## config.mk

```make
export PLATFORM = sky130hd
export DESIGN_NAME = oled_spi_sequencer
export DESIGN_NICKNAME = d
export VERILOG_FILES = /design/src/rtl/oled_spi_sequencer.sv
export SDC_FILE = /design/constraint.sdc
export NUM_CORES = 1
export LEC_CHECK = 0
export CAP_MARGIN = 5
export CORE_UTILIZATION = 33
export DETAILED_ROUTE_END_ITERATION = 12
export SLEW_MARGIN = 40
export SYNTH_ARGS = -nofsm -noshare
export SYNTH_HDL_FRONTEND = slang
export SYNTH_SLANG_ARGS = --single-unit
```

## constraint.sdc

```tcl
create_clock -name i_clk -period 4.18 [get_ports i_clk]
set_input_delay 0.836 -clock i_clk [delete_from_list [all_inputs] [get_ports i_clk]]
set_output_delay 0.836 -clock i_clk [all_outputs]
set_load 0.01 [all_outputs]
```

## src/rtl/oled_spi_sequencer.sv

```systemverilog
// SSD1306 SPI byte sequencer: panel reset/power-up, byte FIFO, D/C tracking
// and a setup/strobe/hold write handshake into the SPI master.
module oled_spi_sequencer #(
  parameter int unsigned FIFO_DEPTH     = 16,
  parameter int unsigned RESET_CYCLES   = 1000,
  parameter int unsigned POWERUP_CYCLES = 10000,
  parameter int unsigned WR_CYCLES      = 2,
  parameter logic [2:0]  PRESCALE       = 3'd2
) (
  input  logic                          i_clk,
  input  logic                          i_rst,
  input  logic                          i_reinit,
  input  logic                          i_in_valid,
  input  logic                          i_in_dc,
  input  logic [7:0]                    i_in_byte,
  output logic                          o_in_ready,
  output logic [7:0]                    o_spi_data,
  output logic                          o_spi_wr,
  input  logic                          i_spi_buffempty,
  input  logic                          i_spi_ss,
  input  logic                          i_spi_senderr,
  output logic                          o_spi_res_senderr,
  output logic [2:0]                    o_spi_prescaller,
  output logic [1:0]                    o_spi_mode,
  output logic                          o_spi_lsbfirst,
  output logic                          o_oled_res_n,
  output logic                          o_oled_dc,
  output logic                          o_ready,
  output logic                          o_busy,
  output logic [$clog2(FIFO_DEPTH):0]   o_fifo_level,
  output logic                          o_err
);

  localparam int unsigned AW    = $clog2(FIFO_DEPTH);
  localparam int unsigned LW    = AW + 1;
  localparam int unsigned TMAX0 = (RESET_CYCLES > POWERUP_CYCLES) ? RESET_CYCLES : POWERUP_CYCLES;
  localparam int unsigned TMAX  = (TMAX0 > WR_CYCLES) ? TMAX0 : WR_CYCLES;
  localparam int unsigned TW    = $clog2(TMAX + 2);

  typedef enum logic [2:0] {
    StRstLow, StRstWait, StIdle, StSetup, StStrobe, StHold
  } state_e;

  state_e          r_state, w_state_nxt;
  logic [TW-1:0]   r_timer, w_timer_nxt;
  logic [7:0]      r_spi_data, w_spi_data_nxt;
  logic            r_oled_dc, w_oled_dc_nxt;
  logic            w_pop;

  logic [8:0]      r_mem [FIFO_DEPTH];
  logic [AW-1:0]   r_wptr, r_rptr;
  logic [LW-1:0]   r_count;
  logic            w_full, w_empty, w_push;
  logic [8:0]      w_head;

  logic            r_err;
  logic [1:0]      r_res_cnt;

  assign w_full  = (r_count == LW'(FIFO_DEPTH));
  assign w_empty = (r_count == '0);
  assign w_head  = r_mem[r_rptr];
  assign w_push  = i_in_valid & o_in_ready;

  // FIFO pointers and occupancy; reinit flushes without touching storage
  always_ff @(posedge i_clk or posedge i_rst) begin
    if (i_rst) begin
      r_wptr  <= '0;
      r_rptr  <= '0;
      r_count <= '0;
    end else if (i_reinit) begin
      r_wptr  <= '0;
      r_rptr  <= '0;
      r_count <= '0;
    end else begin
      if (w_push) r_wptr <= r_wptr + AW'(1);
      if (w_pop)  r_rptr <= r_rptr + AW'(1);
      if (w_push && !w_pop)      r_count <= r_count + LW'(1);
      else if (!w_push && w_pop) r_count <= r_count - LW'(1);
    end
  end

  // FIFO storage: {dc, byte}
  always_ff @(posedge i_clk) begin
    if (w_push) r_mem[r_wptr] <= {i_in_dc, i_in_byte};
  end

  // Sequencer state, timer and the registered SPI data / D/C lines
  always_ff @(posedge i_clk or posedge i_rst) begin
    if (i_rst) begin
      r_state    <= StRstLow;
      r_timer    <= '0;
      r_spi_data <= '0;
      r_oled_dc  <= 1'b0;
    end else begin
      r_state    <= w_state_nxt;
      r_timer    <= w_timer_nxt;
      r_spi_data <= w_spi_data_nxt;
      r_oled_dc  <= w_oled_dc_nxt;
    end
  end

  // Next-state logic; D/C may only switch while no frame is active (ss high)
  always_comb begin
    w_state_nxt    = r_state;
    w_timer_nxt    = r_timer;
    w_spi_data_nxt = r_spi_data;
    w_oled_dc_nxt  = r_oled_dc;
    w_pop          = 1'b0;
    if (i_reinit) begin
      w_state_nxt = StRstLow;
      w_timer_nxt = '0;
    end else begin
      unique case (r_state)
        StRstLow: begin
          if (r_timer == TW'(RESET_CYCLES - 1)) begin
            w_state_nxt = StRstWait;
            w_timer_nxt = '0;
          end else begin
            w_timer_nxt = r_timer + TW'(1);
          end
        end
        StRstWait: begin
          if (r_timer == TW'(POWERUP_CYCLES - 1)) begin
            w_state_nxt = StIdle;
            w_timer_nxt = '0;
          end else begin
            w_timer_nxt = r_timer + TW'(1);
          end
        end
        StIdle: begin
          if (!w_empty && i_spi_buffempty && !((w_head[8] != r_oled_dc) && !i_spi_ss)) begin
            w_spi_data_nxt = w_head[7:0];
            w_oled_dc_nxt  = w_head[8];
            w_pop          = 1'b1;
            w_state_nxt    = StSetup;
          end
        end
        StSetup: begin
          w_state_nxt = StStrobe;
          w_timer_nxt = '0;
        end
        StStrobe: begin
          if (r_timer == TW'(WR_CYCLES - 1)) begin
            w_state_nxt = StHold;
            w_timer_nxt = '0;
          end else begin
            w_timer_nxt = r_timer + TW'(1);
          end
        end
        StHold: begin
          if (r_timer == TW'(1)) begin
            w_state_nxt = StIdle;
            w_timer_nxt = '0;
          end else begin
            w_timer_nxt = r_timer + TW'(1);
          end
        end
        default: begin
          w_state_nxt = StRstLow;
          w_timer_nxt = '0;
        end
      endcase
    end
  end

  // Sticky error flag and a two-clock res_senderr pulse
  always_ff @(posedge i_clk or posedge i_rst) begin
    if (i_rst) begin
      r_err     <= 1'b0;
      r_res_cnt <= 2'd0;
    end else begin
      if (i_spi_senderr)          r_res_cnt <= 2'd2;
      else if (r_res_cnt != 2'd0) r_res_cnt <= r_res_cnt - 2'd1;
      if (i_reinit)           r_err <= 1'b0;
      else if (i_spi_senderr) r_err <= 1'b1;
    end
  end

  assign o_ready           = (r_state != StRstLow) && (r_state != StRstWait);
  assign o_in_ready        = !w_full && o_ready;
  assign o_spi_wr          = (r_state == StStrobe);
  assign o_spi_data        = r_spi_data;
  assign o_oled_dc         = r_oled_dc;
  assign o_oled_res_n      = (r_state != StRstLow);
  assign o_busy            = !w_empty || (r_state != StIdle) || !i_spi_ss;
  assign o_fifo_level      = r_count;
  assign o_err             = r_err;
  assign o_spi_res_senderr = (r_res_cnt != 2'd0);
  assign o_spi_prescaller  = PRESCALE;
  assign o_spi_mode        = 2'b00;
  assign o_spi_lsbfirst    = 1'b0;

endmodule
```

==> results of run 1 <==
-- critical path, stage by stage, from the launching register on --
cell	delay [ns]
dfrtp_2	0.51
mux4_1	0.64
o21ai_0	0.22
mux2i_2	0.17
o211a_1	0.27
nand2b_1	0.23
fa_1	0.45
a21o_1	0.20
a21oi_1	0.17
nand2_1	0.08
o22ai_2	0.13
mux2_1	0.33
-- sequential cells by signal (all words and copies together), names as in the netlist --
signal	cells
o_fifo_level	5
o_spi_data	8
r_timer	14
r_res_cnt	2
r_state	3
o_oled_dc	1
r_rptr	4
o_err	1
r_wptr	4
r_mem	144
-- logic make-up (layout without fill, tap and decap cells) --
| kind of cell | Yosys count | in the layout |
|---|---|---|
| and+or+nand+nor | 128 | 128 |
| buffers and inverters | 50 | 112 |
| muxes | 64 | 64 |
| adders and majority gates | 13 | 13 |
| other | 2 | 6 |
| AOI/OAI and AO/OA | 73 | 73 |
| DFF | 186 | 186 |
| xor gates and xnor gates | 13 | 13 |
-- power breakdown --
group,internal (W),leakage [nW],switching [W]
clock network,0.00102,0.291,0.000675
registers,0.00201,1.87,0.00000905
logic,0.0000519,1.20,0.0000683
-- area by class of cell --
class	count	area [um2]	share of cell area
Sequential cell	186	5380	0.561
Multi-Input combinational cell	297	2560	0.268
Timing Repair Buffer	59	544	0.0568
Clock buffer	22	454	0.0474
Tap cell	319	399	0.0416
Clock inverter	10	165	0.0172
Inverter	21	81.3	0.00848
-- per-stage QoR --
step | power (W) | instances
after floorplan | 0.00212 | 533
after global placement | 0.00217 | 878
after detailed placement | 0.00218 | 882
after CTS | 0.00387 | 914
after global routing | 0.00396 | 914
final | 0.00383 | 914
-- final timing paths --
| kind | start | to | slack, ns |
|---|---|---|---|
| hold reg to reg | o_err$_DFFE_PP0P_ | o_err$_DFFE_PP0P_ | 0.51 |
| hold / removal | o_err$_DFFE_PP0P_ | o_err$_DFFE_PP0P_ | 0.51 |
| setup reg to reg | r_rptr[0]$_DFFE_PP0P_ | o_fifo_level[4]$_DFFE_PP0P_ | 0.68 |
| max in group asynchronous | i_rst | r_rptr[0]$_DFFE_PP0P_ | 2.95 |
| setup / recovery | r_rptr[0]$_DFFE_PP0P_ | o_fifo_level[4]$_DFFE_PP0P_ | 0.68 |
| min in group asynchronous | i_rst | o_spi_data[1]$_DFFE_PP0P_ | 0.81 |
-- routing by layer --
layer  global-route usage  vias to the layer above  routed length, um
met1                0.169                     2340               7020
met3               0.0334                       29                892
li1                     -                     2124                  -
met2                0.257                      112               9100
met5                    0                        -                  0
met4               0.0605                        0                463
-- cells in the final DEF, fill, tap and decap left out, types with 5 or more instances in the layout --
cell type,count
mux4_2,25
xnor2_1,5
clkbuf_16,17
and2_1,7
a21oi_1,19
dfrtp_1,41
nand2_1,25
nor2_1,42
nor2b_1,6
o21ai_0,13
edfxtp_1,144
mux2i_1,27
a221oi_1,7
a222oi_1,6
ha_1,12
buf_4,20
nand3_1,15
xor2_1,7
nor3_1,10
conb_1,6
a21o_1,9
inv_1,19
clkdlybuf4s50_1,36
==> results.py, run 1 <==
metrics = {
    "hold_path": {
        "min_path_cells": 2,
        "hp-class": "flip-flop to flip-flop",
    },
    "detailed_routing": {
        "drt_pre_antenna_iters": 5,
        "drc_errors": 0,
        "vias": 4605,
        "routed_wl_um": 17500,
        "initialDrtViolationCount": 461,
        "detail_route.wl_per_cell_um": 19.1,
        "viasPerCell": 5.04,
        "drtAntennaViolNets": 0,
    },
    "cts": {
        "htree_levels": 4,
        "cts_setup_buffers": 0,
        "clkLatencyLatePin_ns": 0.43,
        "root_buffer": "clkbuf_16",
        "cts_buffers": 17,
        "cts_max_path_buffers": 2,
        "cts_hold_buf": 0,
        "clkTransAtPathRegs_ns": 0.07,
        "cts_resized": 0,
        "cts_sinks": 186,
        "cts_tree": "done",
    },
    "sta": {
        "timing.final.crit_share": 0.838,
        "rsz0062_at_grt": "false",
        "report.final.slew_viol_count": 0,
        "finalSetupTns_ns": 0,
        "fin_ws_ns": 0.676,
        "setup_viol": 0,
        "fin_skew_ns": 0.00749,
        "worst_pin_slew_ns": 0.742,
        "fmax_mhz": 285,
        "slew_headroom": 0.505,
        "layout_min_cycle_time_ns": 3.50,
        "hold_viol_final": 0,
        "hold_ws_ns": 0.508,
    },
    "cells_and_area": {
        "final_core_util": 0.404,
        "finish.instance_area_mm2": 0.00959,
        "antennaDiodeCount": 0,
        "syn_to_final_growth_pct": 18.3,
        "nets": 611,
        "n_fill_cell": 2155,
        "drive_gt1_frac": 0.166,
    },
    "floorplanning": {
        "fp-row-count": 56,
        "core_mm2": 0.0238,
        "initial_core_util": 0.341,
        "die_area_mm2": 0.0252,
        "die_width_um": 159,
        "io_pins": 43,
        "die_h_um": 159,
    },
    "global_routing": {
        "grt_overflow": 0,
        "grt_pass1_vias": 4837,
        "grtUsageTotal": 0.145,
        "grt_pass1_wl_um": 27400,
        "grt_max_degree": 43,
        "antenna_found_initial": 0,
    },
    "yosys": {
        "synth_mux_area_frac": 0.127,
        "ys_seq_area_frac": 0.663,
        "synth_top_family_by_area": "multiplexers",
        "synth.most_common_cell": "edfxtp_1",
        "ys_seq_elements": 186,
        "synth_top_area_share": 0.534,
        "synth_enable_flop_cells": 144,
        "synth_fa_ha_area_frac": 0.0210,
        "yosysUniqueCellTypes": 57,
        "synthSimpleGateAreaFrac": 0.0757,
        "ys_warn_count": 0,
        "synth-main-ff-cell": "edfxtp_1",
        "async_flop_share": 0.226,
        "yosys-top-cells-area": "edfxtp_1 53%, dfrtp_1 13%, mux4_2 6.9%",
        "syn_area_mm2": 0.00810,
        "synth_compound_area_frac": 0.0675,
        "synth.avg_cell_area_um2": 15.3,
        "synth_top_area_cell": "edfxtp_1",
        "synth-xor-area-share": 0.0150,
        "synthTopCellsByCount": "144 x edfxtp_1, 42 x dfrtp_1, 42 x nor2_1, 27 x mux2i_1",
        "synthCells": 529,
    },
    "critical_path": {
        "path_max_fanout": 11,
        "cp.arrival_ns": 3.82,
        "crit_path_end_kind": "flip-flop",
        "setup.worst_path.class": "flip-flop to flip-flop",
        "cp-start-kind": "flip-flop",
        "crit_required_ns": 4.49,
        "r2r_cells": 11,
    },
    "run_status": {
        "outcome": "finished, final reports clean",
    },
    "place": {
        "dpl_worst_slack_ns": 0.240,
        "routabilityCongestion": 0.799,
        "dpl_cell_area_mm2": 0.00897,
        "port_buffers": 36,
        "hpwl_um": 11400,
    },
    "pwr": {
        "leakage_nw": 3.36,
        "power_density_mw_per_mm2": 400,
        "ir_drop_mv": 0.227,
    },
    "run": {
        "maxCapViolCount": 0,
    },
}
No activity file was read; power rests on OpenSTA's default activity.
==> inputs of run 2 (changes only) <==
clock period = 3.1 ns   (was 4.18 ns; I/O delays follow)
==> run 2 against run 1 <==
Clock skew up 0.0056 ns. Global-route usage down 0.21 points. Count of clock-buffer cells in the layout down 3. Flip-flop and latch count unchanged. Final cell count up 2.6%. Largest cell class unchanged. Highest routed layer unchanged. Final area up 1.7%.
==> results.py, run 2 (synthesis results as in run 1) <==
metrics = {
    "run_status": {
        "outcome": "finished, final reports clean",
    },
    "critical_path": {
        "critPathBufInv": 0,
        "cp-start-kind": "flip-flop",
        "cp_slowest_cell": "dfrtp_2",
        "startpoint": "r_rptr[0]$_DFFE_PP0P_",
        "crit_required_ns": 3.41,
        "crit_path_end_kind": "flip-flop",
        "path_max_fanout": 8,
        "crit_chain": "mux4_2 -> nor3_1 -> a311o_2 -> o211a_1 -> nand2b_4 -> fa_2 -> a21o_1 -> a21oi_2 -> nand2b_4 -> o22ai_2 -> mux2_4",
        "max_stage_delay_ns": 0.49,
        "r2r_start": "r_rptr[0]$_DFFE_PP0P_",
        "setup.worst_path.class": "flip-flop to flip-flop",
        "cp.arrival_ns": 3.34,
        "cp_common_cell": "nand2b_4",
        "path_delay_family": "compound AO/OA/AOI/OAI gates",
    },
    "cells_and_area": {
        "n_fill_cell": 2126,
        "final_common_cell": "edfxtp_1",
        "drive_gt1_frac": 0.220,
        "syn_to_final_growth_pct": 20.3,
        "antennaDiodeCount": 0,
        "regMostFlops": "r_mem",
        "final_core_util": 0.410,
        "fin_cells": 938,
        "layout_common_cells": "144 x edfxtp_1, 47 x buf_4, 42 x nor2_1",
        "nets": 635,
        "largest_reg_flops": 144,
        "finish.instance_area_mm2": 0.00975,
    },
    "cts": {
        "cts_max_path_buffers": 2,
        "root_buffer": "clkbuf_16",
        "cts_tree": "done",
        "cts_hold_buf": 0,
        "clkLatencyLatePin_ns": 0.43,
        "htree_levels": 4,
        "cts_buffers": 17,
        "cts_sinks": 186,
        "clkTransAtPathRegs_ns": 0.07,
    },
    "detailed_routing": {
        "detail_route.wl_per_cell_um": 18.5,
        "drt_pre_antenna_iters": 5,
        "routed_wl_um": 17400,
        "drtAntennaViolNets": 0,
        "drc_errors": 0,
        "initialDrtViolationCount": 563,
        "viasPerCell": 5.10,
        "vias": 4787,
    },
    "run": {
        "maxCapViolCount": 0,
    },
    "floorplanning": {
        "die_width_um": 159,
        "die_area_mm2": 0.0252,
        "fp-row-count": 56,
        "core_mm2": 0.0238,
        "die_h_um": 159,
        "io_pins": 43,
        "initial_core_util": 0.341,
    },
    "place": {
        "dpl_cell_area_mm2": 0.00910,
        "routabilityCongestion": 0.775,
        "hpwl_um": 11500,
        "dpl_worst_slack_ns": -0.348,
        "port_buffers": 36,
        "placed_cells": 905,
    },
    "global_routing": {
        "grt_pass1_wl_um": 27100,
        "grtUsageTotal": 0.143,
        "grt_max_degree": 30,
        "grt_pass1_vias": 4720,
        "antenna_found_initial": 0,
        "grt_overflow": 0,
    },
    "sta": {
        "report.final.slew_viol_count": 0,
        "hold_viol_final": 0,
        "timing.final.crit_share": 0.977,
        "fin_ws_ns": 0.0712,
        "setup_viol": 0,
        "layout_min_cycle_time_ns": 3.03,
        "slew_headroom": 0.568,
        "worst_pin_slew_ns": 0.647,
        "fin_skew_ns": 0.0131,
        "fmax_mhz": 330,
    },
    "hold_path": {
        "min_from": "o_err$_DFFE_PP0P_",
        "hp-class": "flip-flop to flip-flop",
    },
    "pwr": {
        "leakage_nw": 3.49,
        "power_density_mw_per_mm2": 522,
        "ir_drop_mv": 0.355,
    },
}
## run 2: cell types whose count changed in the layout (fill, tap and decap cells not counted), sizes merged
cell	change
buf	+24
clkinvlp	-2
clkbuf	-3
clkinv	+4
bufinv	-2
inv	+3
## run 2: path summary, 6_finish.rpt
check                                               to  slack, ns  cells past startpoint
max in group asynchronous    o_spi_data[7]$_DFFE_PP0P_       1.85                      3
hold / removal                       o_err$_DFFE_PP0P_       0.51                      2
hold reg to reg                      o_err$_DFFE_PP0P_       0.51                      2
setup reg to reg           o_fifo_level[4]$_DFFE_PP0P_       0.07                     11
min in group asynchronous    o_spi_data[2]$_DFFE_PP0P_       0.58                      2
setup / recovery           o_fifo_level[4]$_DFFE_PP0P_       0.07                     11
## run 2: worst register-to-register path: cells and delay by family (launching register included)
kind,cells,cell delay (ns)
AO/OA/AOI/OAI,5,0.99
multiplexers,2,0.72
flip-flops,1,0.49
AND/OR/NAND/NOR,3,0.37
adder cells (fa/ha/maj),1,0.34
## run 2: cell type report
class | count | area [um2] | area share
multi-input combinational | 297 | 2570 | 0.264
inverter | 21 | 78.8 | 0.00809
clock inverter | 13 | 161 | 0.0166
tap | 319 | 399 | 0.0410
clock buffer | 19 | 443 | 0.0454
timing repair buffer | 83 | 713 | 0.0732
sequential | 186 | 5380 | 0.552
## run 2: power by group
part | switching, W | internal, W | leakage (nW)
Combinational | 0.0000958 | 0.0000729 | 1.33
Sequential | 0.0000126 | 0.00271 | 1.87
Clock | 0.000969 | 0.00123 | 0.294
## run 2: metrics by stage
step	TNS [ns]	power (W)	hold slack [ns]
after global routing	-0.0127	0.00527	0.541
after detailed placement	-0.654	0.00294	0.497
after floorplan	0	0.00286	0.496
after CTS	0	0.00515	0.513
after global placement	-0.446	0.00293	0.488
final	0	0.00509	0.507
## run 2: metal layers
| layer | wire [um] | global-route usage | share of wire |
|---|---|---|---|
| met5 | 0 | 0 | 0 |
| met4 | 142 | 0.0366 | 0.0082 |
| met3 | 911 | 0.0371 | 0.052 |
| met2 | 8660 | 0.230 | 0.50 |
| met1 | 7670 | 0.192 | 0.44 |
## run 2: repair_timing
action,4_1_cts,5_1_grt
endpoints found under the setup margin,0,2
endpoints found under the hold margin,0,0
setup buffers,0,1
resized for setup,0,8
==> inputs of run 3 (changes only) <==
SLEW_MARGIN = default   (was 40)
==> results of run 3 <==
No change in the layout: final DEF, timing and power equal those of run 2.
